## src/rtl/inst_loader_pkg.sv

```systemverilog
`default_nettype none
// +----------------------------------------------------------------------+
// | inst_loader_pkg : shared constants and FSM encoding for inst_loader   |
// | Revision: 1.0                                                         |
// +----------------------------------------------------------------------+
package inst_loader_pkg;

    localparam int          ADDR_LINE  = 8;
    localparam int          D_SIZE     = 32;
    localparam int          MAX_CYCLES = 4096;
    localparam logic [31:0] HALT_WORD  = 32'hFFFF_FFFF;

    typedef enum logic [2:0] {
        S_IDLE  = 3'd0,
        S_LOAD  = 3'd1,
        S_FLUSH = 3'd2,
        S_RUN   = 3'd3,
        S_DONE  = 3'd4,
        S_ERR   = 3'd5
    } state_e;

    // States from which a load_start pulse begins a fresh load.
    function automatic logic can_restart(input state_e s);
        return (s == S_IDLE) || (s == S_DONE) || (s == S_ERR);
    endfunction

endpackage
`default_nettype wire

```

## src/rtl/inst_loader_run_timer.sv

```systemverilog
`default_nettype none
// +----------------------------------------------------------------------+
// | run_timer : clearable, enabled cycle counter with terminal-count flag |
// | Revision: 1.0                                                         |
// +----------------------------------------------------------------------+
module run_timer
    import inst_loader_pkg::*;
#(
    parameter int WIDTH    = 12,
    parameter int TERMINAL = 4095
) (
    input  logic clk,
    input  logic reset,
    input  logic clr,
    input  logic en,
    output logic at_limit
);

    logic [WIDTH-1:0] count_d;
    logic [WIDTH-1:0] count_q;

    assign at_limit = (count_q == WIDTH'(TERMINAL));

    // Holds at the terminal value so the flag stays asserted until cleared.
    always_comb begin
        count_d = count_q;
        if (clr) begin
            count_d = '0;
        end else if (en && !at_limit) begin
            count_d = count_q + WIDTH'(1);
        end
    end

    always_ff @(posedge clk or negedge reset) begin
        if (!reset) begin
            count_q <= '0;
        end else begin
            count_q <= count_d;
        end
    end

endmodule
`default_nettype wire

```

## src/rtl/inst_loader.sv

```systemverilog
`default_nettype none
// +----------------------------------------------------------------------+
// | inst_loader : streams a program into instruction memory, then runs    |
// | the pipeline until a halt word or the cycle limit.  Revision: 1.0     |
// +----------------------------------------------------------------------+
module inst_loader #(
    parameter int                ADDR_W     = inst_loader_pkg::ADDR_LINE,
    parameter int                D_SIZE     = inst_loader_pkg::D_SIZE,
    parameter logic [D_SIZE-1:0] HALT_WORD  = inst_loader_pkg::HALT_WORD,
    parameter int                MAX_CYCLES = inst_loader_pkg::MAX_CYCLES
) (
    input  logic              clk,
    input  logic              reset,
    input  logic              load_start,
    input  logic              in_valid,
    input  logic [D_SIZE-1:0] in_data,
    input  logic              in_last,
    output logic              in_ready,
    output logic              imem_we,
    output logic [ADDR_W-1:0] imem_addr,
    output logic [D_SIZE-1:0] imem_wdata,
    input  logic [D_SIZE-1:0] inst_fetched,
    output logic              core_valid,
    output logic              opr_finished,
    output logic              timeout,
    output logic              overflow,
    output logic [ADDR_W:0]   word_count
);

    import inst_loader_pkg::*;

    localparam logic [ADDR_W-1:0] LAST_ADDR = '1;
    localparam logic [ADDR_W:0]   WC_MAX    = {1'b1, {ADDR_W{1'b0}}};
    localparam int                TMR_W     = (MAX_CYCLES > 2) ? $clog2(MAX_CYCLES) : 1;

    state_e              state_d,    state_q;
    logic [ADDR_W-1:0]   ptr_d,      ptr_q;
    logic [ADDR_W:0]     wc_d,       wc_q;
    logic                we_d,       we_q;
    logic [ADDR_W-1:0]   addr_d,     addr_q;
    logic [D_SIZE-1:0]   wdata_d,    wdata_q;
    logic                timeout_d,  timeout_q;
    logic                overflow_d, overflow_q;

    logic w_restart;
    logic w_accept;
    logic w_halt;
    logic w_at_limit;

    assign w_restart = load_start && can_restart(state_q);
    assign w_accept  = (state_q == S_LOAD) && in_valid;
    assign w_halt    = (inst_fetched == HALT_WORD);

    run_timer #(
        .WIDTH    (TMR_W),
        .TERMINAL (MAX_CYCLES - 1)
    ) u_run_timer (
        .clk      (clk),
        .reset    (reset),
        .clr      (w_restart),
        .en       (state_q == S_RUN),
        .at_limit (w_at_limit)
    );

    always_comb begin
        state_d    = state_q;
        ptr_d      = ptr_q;
        wc_d       = wc_q;
        we_d       = 1'b0;
        addr_d     = addr_q;
        wdata_d    = wdata_q;
        timeout_d  = timeout_q;
        overflow_d = overflow_q;

        case (state_q)
            S_IDLE, S_DONE, S_ERR: begin
                if (load_start) begin
                    state_d    = S_LOAD;
                    ptr_d      = '0;
                    wc_d       = '0;
                    timeout_d  = 1'b0;
                    overflow_d = 1'b0;
                end
            end
            S_LOAD: begin
                if (w_accept) begin
                    we_d    = 1'b1;
                    addr_d  = ptr_q;
                    wdata_d = in_data;
                    if (wc_q != WC_MAX) begin
                        wc_d = wc_q + (ADDR_W+1)'(1);
                    end
                    if (ptr_q != LAST_ADDR) begin
                        ptr_d = ptr_q + ADDR_W'(1);
                    end
                    // A final word at the last address is a legal full program.
                    if (in_last) begin
                        state_d = S_FLUSH;
                    end else if (ptr_q == LAST_ADDR) begin
                        state_d    = S_ERR;
                        overflow_d = 1'b1;
                    end
                end
            end
            S_FLUSH: begin
                state_d = S_RUN;
            end
            S_RUN: begin
                if (w_halt) begin
                    state_d = S_DONE;
                end else if (w_at_limit) begin
                    state_d   = S_DONE;
                    timeout_d = 1'b1;
                end
            end
            default: begin
                state_d = S_IDLE;
            end
        endcase
    end

    always_ff @(posedge clk or negedge reset) begin
        if (!reset) begin
            state_q    <= S_IDLE;
            ptr_q      <= '0;
            wc_q       <= '0;
            we_q       <= 1'b0;
            addr_q     <= '0;
            wdata_q    <= '0;
            timeout_q  <= 1'b0;
            overflow_q <= 1'b0;
        end else begin
            state_q    <= state_d;
            ptr_q      <= ptr_d;
            wc_q       <= wc_d;
            we_q       <= we_d;
            addr_q     <= addr_d;
            wdata_q    <= wdata_d;
            timeout_q  <= timeout_d;
            overflow_q <= overflow_d;
        end
    end

    assign in_ready     = (state_q == S_LOAD);
    assign core_valid   = (state_q == S_RUN);
    assign opr_finished = (state_q == S_DONE);
    assign imem_we      = we_q;
    assign imem_addr    = addr_q;
    assign imem_wdata   = wdata_q;
    assign timeout      = timeout_q;
    assign overflow     = overflow_q;
    assign word_count   = wc_q;

endmodule
`default_nettype wire
```

## config.mk

```make
export PLATFORM = sky130hd
export DESIGN_NAME = inst_loader
export DESIGN_NICKNAME = d
export VERILOG_FILES = /design/src/rtl/inst_loader_pkg.sv /design/src/rtl/inst_loader_run_timer.sv /design/src/rtl/inst_loader.sv
export SDC_FILE = /design/constraint.sdc
export NUM_CORES = 1
export LEC_CHECK = 0
export ABC_AREA = 1
export CELL_PAD_IN_SITES_DETAIL_PLACEMENT = 0
export CELL_PAD_IN_SITES_GLOBAL_PLACEMENT = 1
export CORE_MARGIN = 3
export CORE_UTILIZATION = 33
export CTS_CLUSTER_SIZE = 28
export DETAILED_ROUTE_END_ITERATION = 16
export HOLD_SLACK_MARGIN = 0.08
export PLACE_DENSITY_LB_ADDON = 0.1
export SLEW_MARGIN = 20
export SYNTH_ARGS = -nofsm -noshare
export SYNTH_HDL_FRONTEND = slang
export SYNTH_SLANG_ARGS = --single-unit
```

## constraint.sdc

```tcl
create_clock -name clk -period 1.8 [get_ports clk]
set_clock_uncertainty 0.2 [all_clocks]
set_input_delay 0.36 -clock clk [delete_from_list [all_inputs] [get_ports clk]]
set_output_delay 0.36 -clock clk [all_outputs]
set_load 0.005 [all_outputs]
```

==> results.tsv <==
stage	metric	value	unit
outcome	status	finished clean	
worst_setup_path	slowest_stage	clkdlybuf4s50_1	
sta	slew_headroom	82.00	%
yosys	syn-num-nets	539	
worst_setup_path	cpPeakStageDelay	0.50	ns
die	io_pins	124	
place	place_hpwl	7454	microns
job	maxCapViolCount	0	
pwr	cellLeakagePower	0.003059	uW
clock_network	cts_made_buffers	9	
finish	antennaDiodeCount	0	
die	dieArea	12410	sq um
clock_network	cts_sinks	75	
pwr	powerDensity	1183	nW/um^2
die	die_y	111.4	microns
finish	syn_to_final_growth	54.33	%
clock_network	clk_pin_slew	0.08	ns
sta	max_freq	0.5680	GHz
finish	fin_nets	704	
place	portBuffers	123	
clock_network	worstSkewPairLatency	0.35	ns
sta	fin_crit	1.760	ns
yosys	syn-mean-instance-area	7.867	sq um
finish	finalNonFillerCells	772	
yosys	synth_area_leader_cell	dfrtp_1	
yosys	yosysWarnings	0	
global_routing	grt.overflow.total	0	
yosys	yosysUniqueCellTypes	29	
sta	drv_slew	0	
die	rows	37	
die	die_w	111.4	microns
drt	wire_per_inst	13.00	microns
drt	drt-initial-drc-count	116	
worst_setup_path	start_kind	flip-flop	
drt	via_per_inst	4.518	
global_routing	grt_use_total	16.53	%
sta	rsz0062_at_grt	true	
yosys	synth.ff_latch_count	75	
global_routing	grt_max_degree	36	
worst_setup_path	path_buf_inv	1	
finish	num-fill-cells	1041	
place	dp_cells	737	
yosys	netlist.area_leader.share	51.19	%
yosys	seq_area_frac_synth	51.19	%
drt	drc	0	
worst_setup_path	path_cells	clkdlybuf4s50_1	
worst_setup_path	critical_path_class	reg -> out	
clock_network	cts-root-buf	clkbuf_8	
drt	ant_nets	0	
finish	layout-drive-gt1-share	14.94	%
place	place.gp.congestion	0.8286	
worst_setup_path	worstPathArrival	1.20	ns
worst_setup_path	end_kind	output port	
global_routing	grt_pass1_wl	16900	microns
sta	hold_viol_final	0	
worst_setup_path	crit_required	1.24	ns
sta	worst_pin_slew	0.2679	ns
pwr	irDropWorstVdd	0.5967	mV
clock_network	htreeDepth	3	
drt	vias	3488	
finish	multi_input_area	1620	sq um
drt	drt_pass1_iterations	4	
drt	wl	10040	microns
yosys	yosys-top-cells-area	dfrtp_1, nand2_1, nand3_1	
worst_setup_path	critical_path.max_fanout	2	
worst_setup_path	crit_family	buffers and inverters	
die	design.core.area	10560	sq um
sta	tns	0	ns
global_routing	antenna_found_initial	0	
sta	period_share	97.81	%
hold_path	hp-class	in -> async	
clock_network	clockBufferDepth	2	
finish	ff_latch_area	1883	sq um
yosys	syn_inst	466	
global_routing	first_global_vias	3501	
yosys	netlist_area	3666	sq um
sta	setup_viol	0	
die	initial_core_util	34.73	%
clock_network	cts_tree	yes	
Yosys cell counts (all sizes together):
| cell type | instances |
|---|---|
| o21ai | 32 |
| nand2 | 199 |
| a21boi | 1 |
| nor3 | 8 |
| ha | 4 |
| inv | 39 |
| xor2 | 8 |
| dfrtp | 75 |
| clkbuf | 1 |
| o21a | 1 |
| nand4 | 8 |
| o22ai | 1 |
| a21oi | 8 |
| nand3 | 29 |
| nor2 | 39 |
| buf | 9 |
| or2 | 1 |
| o31ai | 1 |
| nor3b | 1 |
| xnor2 | 1 |
placed cells by master, fill, tap and decap left out, drive strengths merged:
cell / synthesis / layout
a21boi: 1 / 1
a21oi: 8 / 8
buf: 9 / 44
bufinv: 0 / 1
clkbuf: 1 / 12
clkdlybuf4s50: 0 / 72
clkinv: 0 / 3
dfrtp: 75 / 75
dlygate4sd2: 0 / 19
dlygate4sd3: 0 / 1
dlymetal6s2s: 0 / 28
ha: 4 / 4
inv: 39 / 39
nand2: 199 / 199
nand3: 29 / 29
nand4: 8 / 8
nor2: 39 / 39
nor3: 8 / 8
nor3b: 1 / 1
o21a: 1 / 1
o21ai: 32 / 32
o22ai: 1 / 1
o31ai: 1 / 1
or2: 1 / 1
xnor2: 1 / 1
xor2: 8 / 8
stage by stage:
stage | util [%] | setup WS [ns] | power (uW) | cell area (sq um) | hold slack, ns
6_report | 53.60 | 0.03950 | 6693 | 5658 | 0.2021
5_1_grt | 53.60 | -0.008230 | 7239 | 5658 | 0.2088
4_1_cts | 52.17 | 0.00002354 | 6734 | 5507 | 0.1953
3_5_place_dp | 49.56 | -0.06396 | 5397 | 5231 | 0.04287
2_1_floorplan | - | 0.2280 | 3733 | 3666 | -0.1356
3_3_place_gp | 49.56 | -0.04220 | 5354 | 5231 | 0.04280
layer usage:
metal  GRT usage [%]  vias up  part of all wire (%)
li1                -     1800                     -
met1           20.51     1616                    42
met2           28.67       62                    52
met3           3.967       10                   4.1
met4           4.866        0                   1.3
met5               0        -                     0
sequential cells by signal, summed over array words and instances, names as in the netlist:
register and flops:
state_q 3, u_run_timer.count_q 12, imem_we 1, word_count 9, timeout 1, ptr_q 8
imem_addr 8, overflow 1, imem_wdata 32
worst paths after layout:
check,slack [ns],from,end,depth (start not counted)
worst max-delay path,0.04,imem_wdata[30],imem_wdata[30],1
worst min-delay path,0.20,reset,u_run_timer.count_q[7],2
worst max register to register,0.08,state_q[1],ptr_q[2],9
worst min register to register,0.27,imem_wdata[16],imem_wdata[16],2
max in group asynchronous,0.69,reset,word_count[3],3
min in group clk,0.27,imem_wdata[16],imem_wdata[16],2
area by class of cell:
type	instances	share of cell area [%]
Clock inverter	4	0.8624
Multi-Input combinational cell	342	28.64
Tap cell	136	3.008
Sequential cell	75	33.28
Clock buffer	12	2.742
Timing Repair Buffer	164	28.70
Inverter	39	2.764
power breakdown:
| group | switching (uW) | internal, uW |
|---|---|---|
| registers | 257 | 2150 |
| clock network | 628 | 715 |
| logic | 1470 | 1470 |
| total | 2360 | 4340 |
what timing repair did:
item                                    in CTS  in global routing
pin swaps                                    2                  3
endpoints found under the setup margin      24                 55
cloned                                       0                  0
hold endpoints to repair                    75                  0
hold buffers                                 1                  0
buffers inserted                            10                  8
gates resized for setup                     35                 39
cell families (layout without fill, tap and decap cells):
logic type	count (synthesis)	after routing	share of synthesized area [%]
AO/OA/AOI/OAI	44	44	6.349
adder cells (fa/ha/maj)	4	4	1.365
XOR/XNOR	9	9	2.150
flip-flops	75	75	51.19
buffers and inverters	49	219	5.529
AND/OR/NAND/NOR	285	285	33.41
(Power assumes the default switching activity.)
